`src/rtl/pwm_multi_ch.sv`:
```
// Multi-channel PWM with byte-wide register bank and period-boundary shadow reload.
// Optional sticky period-end interrupt enabled by defining PWM_IRQ_EN.
module pwm_multi_ch #(
  parameter int unsigned NUM_CH = 4,
  parameter int unsigned ADDR_W = 5,
  parameter logic [7:0]  ID_VAL = 8'h97
) (
  input  logic              clk,
  input  logic              rst_n,
  input  logic              wr_en,
  input  logic [ADDR_W-1:0] addr,
  input  logic [7:0]        wr_data,
  output logic [7:0]        rd_data,
  input  logic [NUM_CH-1:0] start_ext,
  output logic [NUM_CH-1:0] pwm,
  output logic [NUM_CH-1:0] period_end,
  output logic              irq
);

  localparam logic [15:0] HighRst = 16'h8214;
  localparam logic [15:0] FreqRst = 16'hC350;

  typedef enum logic {StIdle, StRun} state_e;

  logic [NUM_CH-1:0] ctrl_q;
  logic [NUM_CH-1:0] en;
  logic [NUM_CH-1:0] wrap;
  logic [NUM_CH-1:0] status_rd;
  logic [NUM_CH-1:0] mask_rd;
  logic [NUM_CH-1:0] pwm_q;
  logic [NUM_CH-1:0] pe_q;
  logic [15:0]       high_q    [NUM_CH];
  logic [15:0]       freq_q    [NUM_CH];
  logic [15:0]       high_sh_q [NUM_CH];
  logic [15:0]       freq_sh_q [NUM_CH];
  logic [15:0]       cnt_q     [NUM_CH];
  state_e            state_q   [NUM_CH];

  logic              ctrl_we;
  logic [NUM_CH-1:0] hl_we, hm_we, fl_we, fm_we;
  logic [ADDR_W-3:0] word;

  // Channel c occupies the 4-byte word at index c+1.
  assign word = addr[ADDR_W-1:2];

  always_comb begin
    ctrl_we = wr_en && (addr == ADDR_W'(1));
    hl_we   = '0;
    hm_we   = '0;
    fl_we   = '0;
    fm_we   = '0;
    for (int c = 0; c < int'(NUM_CH); c++) begin
      if (wr_en && (word == (ADDR_W-2)'(c + 1))) begin
        unique case (addr[1:0])
          2'd0:    hl_we[c] = 1'b1;
          2'd1:    hm_we[c] = 1'b1;
          2'd2:    fl_we[c] = 1'b1;
          default: fm_we[c] = 1'b1;
        endcase
      end
    end
  end

  assign en = ctrl_q | start_ext;

  always_comb begin
    wrap = '0;
    for (int c = 0; c < int'(NUM_CH); c++) begin
      wrap[c] = (state_q[c] == StRun) && en[c] && (freq_sh_q[c] != 16'd0) &&
                (cnt_q[c] == freq_sh_q[c] - 16'd1);
    end
  end

  always_ff @(posedge clk or negedge rst_n) begin
    if (!rst_n) begin
      ctrl_q <= '0;
      for (int c = 0; c < int'(NUM_CH); c++) begin
        high_q[c] <= HighRst;
        freq_q[c] <= FreqRst;
      end
    end else begin
      if (ctrl_we) ctrl_q <= wr_data[NUM_CH-1:0];
      for (int c = 0; c < int'(NUM_CH); c++) begin
        if (hl_we[c]) high_q[c][7:0]  <= wr_data;
        if (hm_we[c]) high_q[c][15:8] <= wr_data;
        if (fl_we[c]) freq_q[c][7:0]  <= wr_data;
        if (fm_we[c]) freq_q[c][15:8] <= wr_data;
      end
    end
  end

  always_ff @(posedge clk or negedge rst_n) begin
    if (!rst_n) begin
      pwm_q <= '0;
      pe_q  <= '0;
      for (int c = 0; c < int'(NUM_CH); c++) begin
        state_q[c]   <= StIdle;
        cnt_q[c]     <= 16'd0;
        high_sh_q[c] <= HighRst;
        freq_sh_q[c] <= FreqRst;
      end
    end else begin
      for (int c = 0; c < int'(NUM_CH); c++) begin
        if (state_q[c] == StIdle) begin
          cnt_q[c] <= 16'd0;
          pwm_q[c] <= 1'b0;
          pe_q[c]  <= 1'b0;
          if (en[c]) begin
            high_sh_q[c] <= high_q[c];
            freq_sh_q[c] <= freq_q[c];
            state_q[c]   <= StRun;
          end
        end else if (!en[c]) begin
          // Abort immediately; the current period is not finished.
          state_q[c] <= StIdle;
          cnt_q[c]   <= 16'd0;
          pwm_q[c]   <= 1'b0;
          pe_q[c]    <= 1'b0;
        end else if (freq_sh_q[c] == 16'd0) begin
          cnt_q[c] <= 16'd0;
          pwm_q[c] <= 1'b0;
          pe_q[c]  <= 1'b0;
        end else begin
          pwm_q[c] <= (cnt_q[c] < high_sh_q[c]);
          pe_q[c]  <= wrap[c];
          if (wrap[c]) begin
            cnt_q[c]     <= 16'd0;
            high_sh_q[c] <= high_q[c];
            freq_sh_q[c] <= freq_q[c];
          end else begin
            cnt_q[c] <= cnt_q[c] + 16'd1;
          end
        end
      end
    end
  end

  assign pwm        = pwm_q;
  assign period_end = pe_q;

`ifdef PWM_IRQ_EN
  logic [NUM_CH-1:0] status_q;
  logic [NUM_CH-1:0] mask_q;
  logic              irq_q;
  logic              status_we;
  logic              mask_we;

  assign status_we = wr_en && (addr == ADDR_W'(2));
  assign mask_we   = wr_en && (addr == ADDR_W'(3));

  always_ff @(posedge clk or negedge rst_n) begin
    if (!rst_n) begin
      status_q <= '0;
      mask_q   <= '0;
      irq_q    <= 1'b0;
    end else begin
      // Write-1-to-clear, with a same-cycle set taking priority.
      status_q <= (status_q & ~(status_we ? wr_data[NUM_CH-1:0] : {NUM_CH{1'b0}})) | wrap;
      if (mask_we) mask_q <= wr_data[NUM_CH-1:0];
      irq_q <= |(status_q & mask_q);
    end
  end

  assign status_rd = status_q;
  assign mask_rd   = mask_q;
  assign irq       = irq_q;
`else
  assign status_rd = '0;
  assign mask_rd   = '0;
  assign irq       = 1'b0;
`endif

  always_comb begin
    rd_data = 8'h00;
    if (addr == ADDR_W'(0))      rd_data = ID_VAL;
    else if (addr == ADDR_W'(1)) rd_data = 8'(ctrl_q);
    else if (addr == ADDR_W'(2)) rd_data = 8'(status_rd);
    else if (addr == ADDR_W'(3)) rd_data = 8'(mask_rd);
    for (int c = 0; c < int'(NUM_CH); c++) begin
      if (word == (ADDR_W-2)'(c + 1)) begin
        unique case (addr[1:0])
          2'd0:    rd_data = high_q[c][7:0];
          2'd1:    rd_data = high_q[c][15:8];
          2'd2:    rd_data = freq_q[c][7:0];
          default: rd_data = freq_q[c][15:8];
        endcase
      end
    end
  end

endmodule

```
`config.mk`:
```
export PLATFORM = sky130hd
export DESIGN_NAME = pwm_multi_ch
export DESIGN_NICKNAME = d
export VERILOG_FILES = /design/src/rtl/pwm_multi_ch.sv
export SDC_FILE = /design/constraint.sdc
export NUM_CORES = 1
export LEC_CHECK = 0
export ABC_CLOCK_PERIOD_IN_PS = 5200
export CORE_ASPECT_RATIO = 1.75
export CORE_MARGIN = 1.5
export CORE_UTILIZATION = 27
export DETAILED_ROUTE_END_ITERATION = 12
export GPL_ROUTABILITY_DRIVEN = 0
export PLACE_DENSITY_LB_ADDON = 0.05
export SYNTH_ARGS = -nofsm -noshare
export SYNTH_HDL_FRONTEND = slang
export SYNTH_SLANG_ARGS = --single-unit
```
`constraint.sdc`:
```
create_clock -name clk -period 5.2 [get_ports clk]
set_input_delay 1.56 -clock clk [delete_from_list [all_inputs] [get_ports clk]]
set_output_delay 1.56 -clock clk [all_outputs]
set_load 0.03 [all_outputs]
```
==> impl_metrics.prom <==
# TYPE chip_impl_metric gauge
chip_impl_metric{name="initial_core_util",unit="%"} 27.17
chip_impl_metric{name="finalSetupViolations",unit=""} 0
chip_impl_info{name="critical_path.endpoint_type",value="primary output"} 1
chip_impl_metric{name="yosys.area_share.simple",unit="%"} 14.15
chip_impl_metric{name="power.leakage",unit="nW"} 9.299
chip_impl_info{name="timing.critical_path.cells",value="clkdlybuf4s50_1, buf_4, nand2b_1, nor2_1, buf_4, a221o_1, a21oi_1, o21ai_0, buf_12"} 1
chip_impl_metric{name="via_count",unit=""} 13460
chip_impl_metric{name="hpwlAfterDp",unit="mm"} 45.14
chip_impl_info{name="hold_start",value="high_sh_q[56]"} 1
chip_impl_info{name="largest_family_of_logic_cells_by_synthesized_area",value="multiplexers"} 1
chip_impl_metric{name="htree_levels",unit=""} 2
chip_impl_info{name="worst_setup_path_start_kind",value="input port"} 1
chip_impl_metric{name="routed_wirelength",unit="mm"} 61.35
chip_impl_metric{name="setup_tns",unit="ns"} 0
chip_impl_metric{name="power.ir.vdd_worst",unit="mV"} 0.2246
chip_impl_metric{name="timing.max_slew.rel_slack",unit="%"} 24.73
chip_impl_metric{name="clock_tree.buffer_depth",unit=""} 3
chip_impl_metric{name="route.detailed.vias_per_inst",unit=""} 4.965
chip_impl_metric{name="crit_path_max_fanout",unit=""} 11
chip_impl_metric{name="stdcell_count",unit=""} 2710
chip_impl_info{name="yosysTopAreaCell",value="dfrtp_1"} 1
chip_impl_metric{name="grt_pass1_wl",unit="mm"} 93.18
chip_impl_metric{name="post_drt_wl_per_cell",unit="microns"} 22.64
chip_impl_metric{name="r2r_cells",unit=""} 10
chip_impl_metric{name="synthXorXnorAreaFrac",unit="%"} 6.352
chip_impl_metric{name="vias_in_the_first_global_route",unit=""} 14070
chip_impl_info{name="tritoncts_clock_tree",value="built"} 1
chip_impl_metric{name="number_of_optimization_iterations_in_the_first_detailed_route_pass",unit=""} 5
chip_impl_metric{name="critical_path.max_stage_delay",unit="ns"} 0.48
chip_impl_info{name="result_of_the_run",value="completed"} 1
chip_impl_metric{name="drt_iter0_drc",unit=""} 581
chip_impl_metric{name="grt_start_max_net_pins",unit=""} 95
chip_impl_metric{name="synth_seq_cells",unit=""} 336
chip_impl_metric{name="yosys.cell_types.count",unit=""} 86
chip_impl_metric{name="ys.warnings.count",unit=""} 0
chip_impl_metric{name="post_synth_inst_count",unit=""} 1744
chip_impl_info{name="cts.root.buffer_cell",value="clkbuf_16"} 1
chip_impl_metric{name="power.density_cell_area",unit="nW/um^2"} 471.8
chip_impl_metric{name="floorplan.die.height",unit="microns"} 355.5
chip_impl_metric{name="avgSynthCellArea",unit="sq um"} 10.99
chip_impl_metric{name="io_buffer_count",unit=""} 35
chip_impl_metric{name="dieWidth",unit="microns"} 204.4
chip_impl_info{name="synth_flop_cell",value="dfrtp_1"} 1
chip_impl_info{name="worst_path_max_delay_cell",value="clkdlybuf4s50_1"} 1
chip_impl_metric{name="setup.reg_to_reg.worst_slack",unit="ns"} 1.39
chip_impl_metric{name="fin_nets",unit=""} 1855
chip_impl_metric{name="global_route.usage.total",unit="%"} 17.23
chip_impl_metric{name="synth_compound_area_share",unit="%"} 9.322
chip_impl_info{name="worst_path_most_repeated_cell",value="buf_4"} 1
chip_impl_metric{name="synth_async_sr_flop_share",unit="%"} 100.0
chip_impl_metric{name="clock_latency_on_the_worst_skew_pair",unit="ns"} 0.58
chip_impl_metric{name="cts_inserted_buffers",unit=""} 39
chip_impl_metric{name="layout_area_growth_over_synthesis",unit="%"} 14.66
chip_impl_metric{name="n_antenna_cell",unit=""} 0
chip_impl_info{name="endpoint_of_the_worst_register_to_register_path",value="freq_sh_q[17]"} 1
chip_impl_metric{name="max_freq",unit="MHz"} 193.4
chip_impl_metric{name="ant_nets",unit=""} 0
chip_impl_metric{name="fin_worst_hold_slack",unit="ns"} 0.4867
chip_impl_metric{name="final_setup_skew",unit="ns"} 0.01532
chip_impl_metric{name="syn_area",unit="sq um"} 19170
chip_impl_metric{name="cts-resized-gates",unit=""} 0
chip_impl_metric{name="hold_fix_buffer_count_after_cts",unit=""} 0
chip_impl_metric{name="drive_gt1_share",unit="%"} 23.59
chip_impl_info{name="synth_top_cells_by_area",value="dfrtp_1 33%, dfstp_2 11%, mux2_2 10%, ha_1 4.7%, xnor2_1 3.7%"} 1
chip_impl_metric{name="synth_adder_area_share",unit="%"} 4.700
chip_impl_metric{name="floorplan.die_area",unit="sq um"} 72660
chip_impl_metric{name="worst_setup_hold_path_clk_slew",unit="ns"} 0.06
chip_impl_metric{name="synthDominantCellAreaShare",unit="%"} 33.42
chip_impl_info{name="min-delay-path-class",value="register to register"} 1
chip_impl_info{name="hold_path_sink",value="high_sh_q[56]"} 1
chip_impl_metric{name="hold_violations",unit=""} 0
chip_impl_metric{name="hold_depth",unit=""} 1
chip_impl_metric{name="tritoncts_num_sinks",unit=""} 336
chip_impl_metric{name="placedCellCount",unit=""} 2639
chip_impl_metric{name="post_synth_mux_area_share",unit="%"} 17.19
chip_impl_metric{name="num_io_pins",unit=""} 37
chip_impl_info{name="timing.rr.start",value="freq_sh_q[16]"} 1
chip_impl_metric{name="cts_setup_buffers",unit=""} 0
chip_impl_metric{name="arrival",unit="ns"} 3.61
chip_impl_metric{name="worst-endpoint-required",unit="ns"} 3.64
chip_impl_metric{name="core.rowCount",unit=""} 129
chip_impl_metric{name="synth.net_count",unit=""} 1836
chip_impl_info{name="worstSetupPathType",value="input port to primary output"} 1
chip_impl_metric{name="layout_worst_path_cycle_share",unit="%"} 99.44
chip_impl_metric{name="final_core_utilization",unit="%"} 31.16
chip_impl_metric{name="gr-total-overflow",unit=""} 0
chip_impl_metric{name="design.core.area",unit="sq um"} 70530
chip_impl_metric{name="synth_enable_flop_cells",unit=""} 0
chip_impl_metric{name="antenna_found_initial",unit=""} 1
chip_impl_metric{name="worst_pin_slew",unit="ns"} 1.119
chip_impl_metric{name="maxSlewViolCount",unit=""} 0
chip_impl_metric{name="yosysSeqAreaShare",unit="%"} 44.39
chip_impl_metric{name="drv.max_cap_violation_count",unit=""} 0
chip_impl_metric{name="route.detailed.drc",unit=""} 0
chip_impl_info{name="grt_setup_unrepaired",value="yes"} 1
chip_impl_metric{name="finalCriticalPeriod",unit="ns"} 5.171
==> routing by layer <==
| metal | wire length [microns] | global-route usage, % | share of wire [%] | up-vias |
|---|---|---|---|---|
| li1 | - | - | - | 6332 |
| met1 | 24460 | 19.50 | 40 | 6824 |
| met4 | 2807 | 7.706 | 4.6 | 0 |
| met2 | 32690 | 31.91 | 53 | 208 |
| met3 | 1395 | 2.067 | 2.3 | 92 |
| met5 | 0 | 0 | 0 | - |
==> critical path: cells and delay by family <==
kind | cells | cell delay, ns
buffers and inverters | 4 | 1.08
AOI/OAI and AO/OA | 3 | 0.80
and+or+nand+nor | 2 | 0.16
==> cells in the mapped netlist, types with 5 or more instances <==
cell type / instances
nand4_1: 29
and3_1: 17
mux2_2: 173
a31oi_1: 10
buf_1: 7
nor4_1: 17
dfrtp_1: 256
or3_1: 13
nand4b_1: 7
xnor2_1: 81
a311o_1: 32
a22oi_1: 9
o211ai_1: 8
a21oi_1: 58
nor4b_1: 5
a211oi_1: 11
buf_2: 18
nand2_1: 112
nand3b_1: 38
mux4_2: 30
mux2_1: 56
buf_4: 6
o21ai_0: 48
nor2b_1: 17
ha_1: 72
dfstp_2: 80
or2_2: 8
a21o_1: 30
nand3_1: 41
and2_1: 8
clkbuf_1: 59
nand2b_1: 13
nor2_1: 110
inv_1: 86
nor3_1: 40
xor2_1: 58
==> how the worst max path moves through the flow <==
stage	from	end	slack (ns)	cells after the start
after floorplan	addr[0]	rd_data[0]	0.27	5
after global placement	addr[3]	rd_data[0]	0.07	9
after detailed placement	addr[3]	rd_data[1]	0.07	9
after CTS	addr[3]	rd_data[1]	0.06	9
after global routing	addr[3]	rd_data[1]	-0.03	9
final	addr[3]	rd_data[2]	0.03	9
==> state kept, by name, summed over array words and instances, names as in the netlist <==
| name | flops |
|---|---|
| cnt_q | 64 |
| pwm | 4 |
| period_end | 4 |
| high_sh_q | 64 |
| freq_sh_q | 64 |
| freq_q | 64 |
| high_q | 64 |
| state_q | 4 |
| ctrl_q | 4 |
==> where the power goes <==
| part | switching, mW | internal, mW |
|---|---|---|
| combinational | 1.65 | 1.49 |
| clock | 1.22 | 1.73 |
| sequential | 0.889 | 3.39 |
| total | 3.76 | 6.61 |
==> layout make-up <==
cell class              count  area, sq um
clock buffers              49         1076
clock inverters            22        256.5
fillers                  7145        48560
inverters                  86        322.8
multi-input cells        1228         9926
flip-flops and latches    336         8508
well taps                 917         1147
repair buffers             72        740.7
==> cell families (layout without fill, tap and decap cells) <==
logic type      count (synthesis)  in the layout
buf+inv                       180            229
compound gates                249            249
flops                         336            336
simple gates                  504            504
xor+xnor                      139            139
other cells                     1              1
fa+ha+maj                      72             72
mux                           263            263
==> cell usage in the layout (no fill, tap or decap), drive strengths merged, types with 5 or more instances in the layout <==
master | Yosys | layout
or2 | 8 | 8
clkbuf | 60 | 49
inv | 86 | 87
nand4b | 7 | 7
nand4 | 29 | 29
a21o | 30 | 30
nand2 | 112 | 112
nor4b | 7 | 7
clkinv | 0 | 12
nor2 | 110 | 110
xnor2 | 81 | 81
nand2b | 13 | 13
a31oi | 10 | 10
nand3b | 38 | 38
or3 | 13 | 13
a211oi | 11 | 11
xor2 | 58 | 58
nor2b | 17 | 17
a21oi | 58 | 58
dfrtp | 256 | 256
nand3 | 41 | 41
and2 | 8 | 8
buf | 34 | 48
ha | 72 | 72
a22oi | 9 | 9
bufinv | 0 | 5
nor4 | 22 | 22
o21ai | 50 | 50
clkdlybuf4s50 | 0 | 24
a311o | 32 | 32
mux4 | 30 | 30
nor3 | 41 | 41
dfstp | 80 | 80
or4 | 5 | 5
and3 | 17 | 17
mux2 | 229 | 229
o211ai | 8 | 8
==> stage by stage <==
stage	setup WS [ns]	power, mW	cell area (sq um)
after detailed placement	0.07480	7.536	20640
after CTS	0.06368	10.57	21980
after global routing	-0.02958	11.07	21980
after global placement	0.07312	7.489	20640
final	0.02894	10.37	21980
after floorplan	0.2652	6.350	19170
Note: power is estimated with default switching activity, not from simulation.
==> RTL change (same flow settings) <==
Build with the macro `PWM_IRQ_EN` defined.
--- a/src/rtl/pwm_multi_ch.sv
+++ b/src/rtl/pwm_multi_ch.sv
@@ -1,4 +1,6 @@
 // Multi-channel PWM with byte-wide register bank and period-boundary shadow reload.
 // Optional sticky period-end interrupt enabled by defining PWM_IRQ_EN.
+`define PWM_IRQ_EN
+
 module pwm_multi_ch #(
   parameter int unsigned NUM_CH = 4,
Behaviour: not the same (a bounded check fails within 4 cycles, from zero or initial values and one cycle with rst_n low).
==> RTL change against the unedited design <==
  * Total power rose by 6.3%
  * Worst setup slack better by 0.065 ns
  * Count of clock-buffer cells in the layout increased by 11
  * Sequential cell count rose by 9
  * Synthesized area increased by 9.3%
  * First-iteration DRC count is 57% higher
  * Final cell count grew 16%
  * Design area rose by 9.1%
  * Routed wire length grew 15%
  * Die area rose by 9.2%
  * Global-route usage grew 0.97 points
  * Clock power rose by 3%
  * Clock skew increased by 0.0020 ns
  * Non-clock buffer count increased by 24
  * Largest cell class unchanged
==> RTL change: results (changes against the unedited design) <==
Status -> completed
Crit path to -> rd_data[0]
Clock skew -> 0.0174 ns (+0.00204 ns)
Slew HR -> 0.225 (-0.0227)
Slowest cell on the critical path -> clkdlybuf4s50_1
Antenna diodes -> 0 (unchanged)
FF-to-FF End -> freq_sh_q[8]$_DFFE_PN1P_
Seq pwr share -> 0.409 (-0.004)
Antenna viol nets, final -> 0 (unchanged)
Root Driver -> clkbuf_16
Largest net degree at the start of global routing -> 116 (+22%)
R2R Setup Slk -> 1.51 ns (+0.12 ns)
CTS clk-pin slew, worst paths -> 0.07 ns
Starting DRT DRC Count -> 915 (+57%)
First-pass GRT wire length -> 108000 µm (+16%)
Seq/Total Area, Yosys -> 0.417 (-0.0271)
Power, Total -> 11.0 mW (+6.3%)
CTS buffer count -> 39 (unchanged)
Most frequent cells after synthesis -> dfrtp_1, nand2_1, mux2_2
Hold Crit Depth -> 1 (unchanged)
Final HPWL DP -> 50600 µm (+12%)
Port bufs -> 36 (+2.9%)
Total wire length -> 70600 µm (+15%)
Reg2reg start -> freq_sh_q[3]$_DFFE_PN0P_
Pre-Repair DR Iteration Count -> 5 (unchanged)
Crit path from -> addr[4]
Setup Fix Bufs, Post-CTS -> 0 (unchanged)
Primary FF master, synth -> dfrtp_1
P_leak -> 10.1 nW (+8.3%)
Max incr delay on CP -> 0.52 ns (+0.04 ns)
Sw frac -> 0.370 (+0.00712)
Syn. warnings -> 0 (unchanged)
Core Region -> 77200 µm² (+9.4%)
Clock latency on the worst-skew pair -> 0.58 ns (about the same)
Initial antenna violation count -> 0 (-1)
Finish-stage setup viols -> 0 (unchanged)
Worst min-delay path endpoint -> high_sh_q[22]$_DFFE_PN0P_
Layout cell share with drive strength beyond 1 -> 0.182 (-0.0540)
Vias -> 16200 (+21%)
H-tree depth -> 2 (unchanged)
Crit-path max FO -> 7 (-4)
Hold_sp -> high_sh_q[22]$_DFFE_PN0P_
Post-synth ARST share -> 1.00 (unchanged)
Crit path DAT -> 3.55 ns (-0.06 ns)
Combinational cell power -> 3.49 mW (+11%)
Tot GR Track Use -> 0.182 (+0.00967)
Top-area cell type share of the netlist area -> 0.317 (-0.0177)
Synth area leaders -> dfrtp_1, dfstp_2, mux2_2
Max VDD drop -> 0.000208 V (-7.3%)
CTS max path bufs -> 3 (unchanged)
Tightest Hold Check Type -> reg -> reg
Synth unique cells -> 75 (-13%)
Reg2reg path depth -> 9 (-1)
# nets final -> 2184 (+18%)
RTL change: cell types whose count changed after synthesis, moves of 12 or more:
cell and change:
xnor2_1 -17, o21ai_0 +30, a21oi_1 +43, nor2_1 -22, nor3_1 +53, nand3_1 +12
a311o_1 +65, mux2_2 -60, clkbuf_1 +52, nand3b_1 +62, nand2_1 +121
RTL change: critical path, delay by kind of cell:
family / cells / cell delay, ns
AND/OR/NAND/NOR: 1 / 0.42
AO/OA/AOI/OAI: 3 / 0.55
buffers and inverters: 4 / 1.02
RTL change: stage by stage:
step	setup WS [ns]	TNS, ns	cell area, µm²	hold WS [ns]	std cells
after global routing	-0.00258	-0.00258	24000	0.503	3149
after floorplan	0.00125	0	21000	0.458	2103
after global placement	0.00893	0	22600	0.477	3078
final	0.0937	0	24000	0.490	3149
after CTS	0.0387	0	24000	0.491	3149
after detailed placement	-0.0125	-0.0243	22600	0.477	3078
RTL change: cell families (layout without fill, tap and decap cells):
kind of cell / Yosys count / count (layout) / share of synthesized area
compound gates: 385 / 385 / 0.130
xor+xnor: 125 / 125 / 0.0523
fa+ha+maj: 72 / 72 / 0.0430
buf+inv: 231 / 250 / 0.0452
flops: 345 / 345 / 0.417
mux: 211 / 211 / 0.128
simple gates: 734 / 734 / 0.185
RTL change: cell type report:
class	instances	area, µm²
fillers	7939	53200
multi-input cells	1527	11300
clock buffers	60	1220
repair buffers	96	968
flip-flops and latches	345	8730
clock inverters	11	160
inverters	83	312
well taps	1027	1280
RTL change: per-layer routing:
metal,global-route usage,part of all wire,vias to the layer above
li1,-,-,7623
met1,0.219,0.41,8237
met2,0.334,0.54,290
met3,0.0197,0.026,78
met4,0.0574,0.028,0
met5,0,0,-
RTL change: repair_timing:
item,in CTS,in global routing
gates resized for setup,1,5
gates cloned,0,0
setup endpoints to repair,3,4
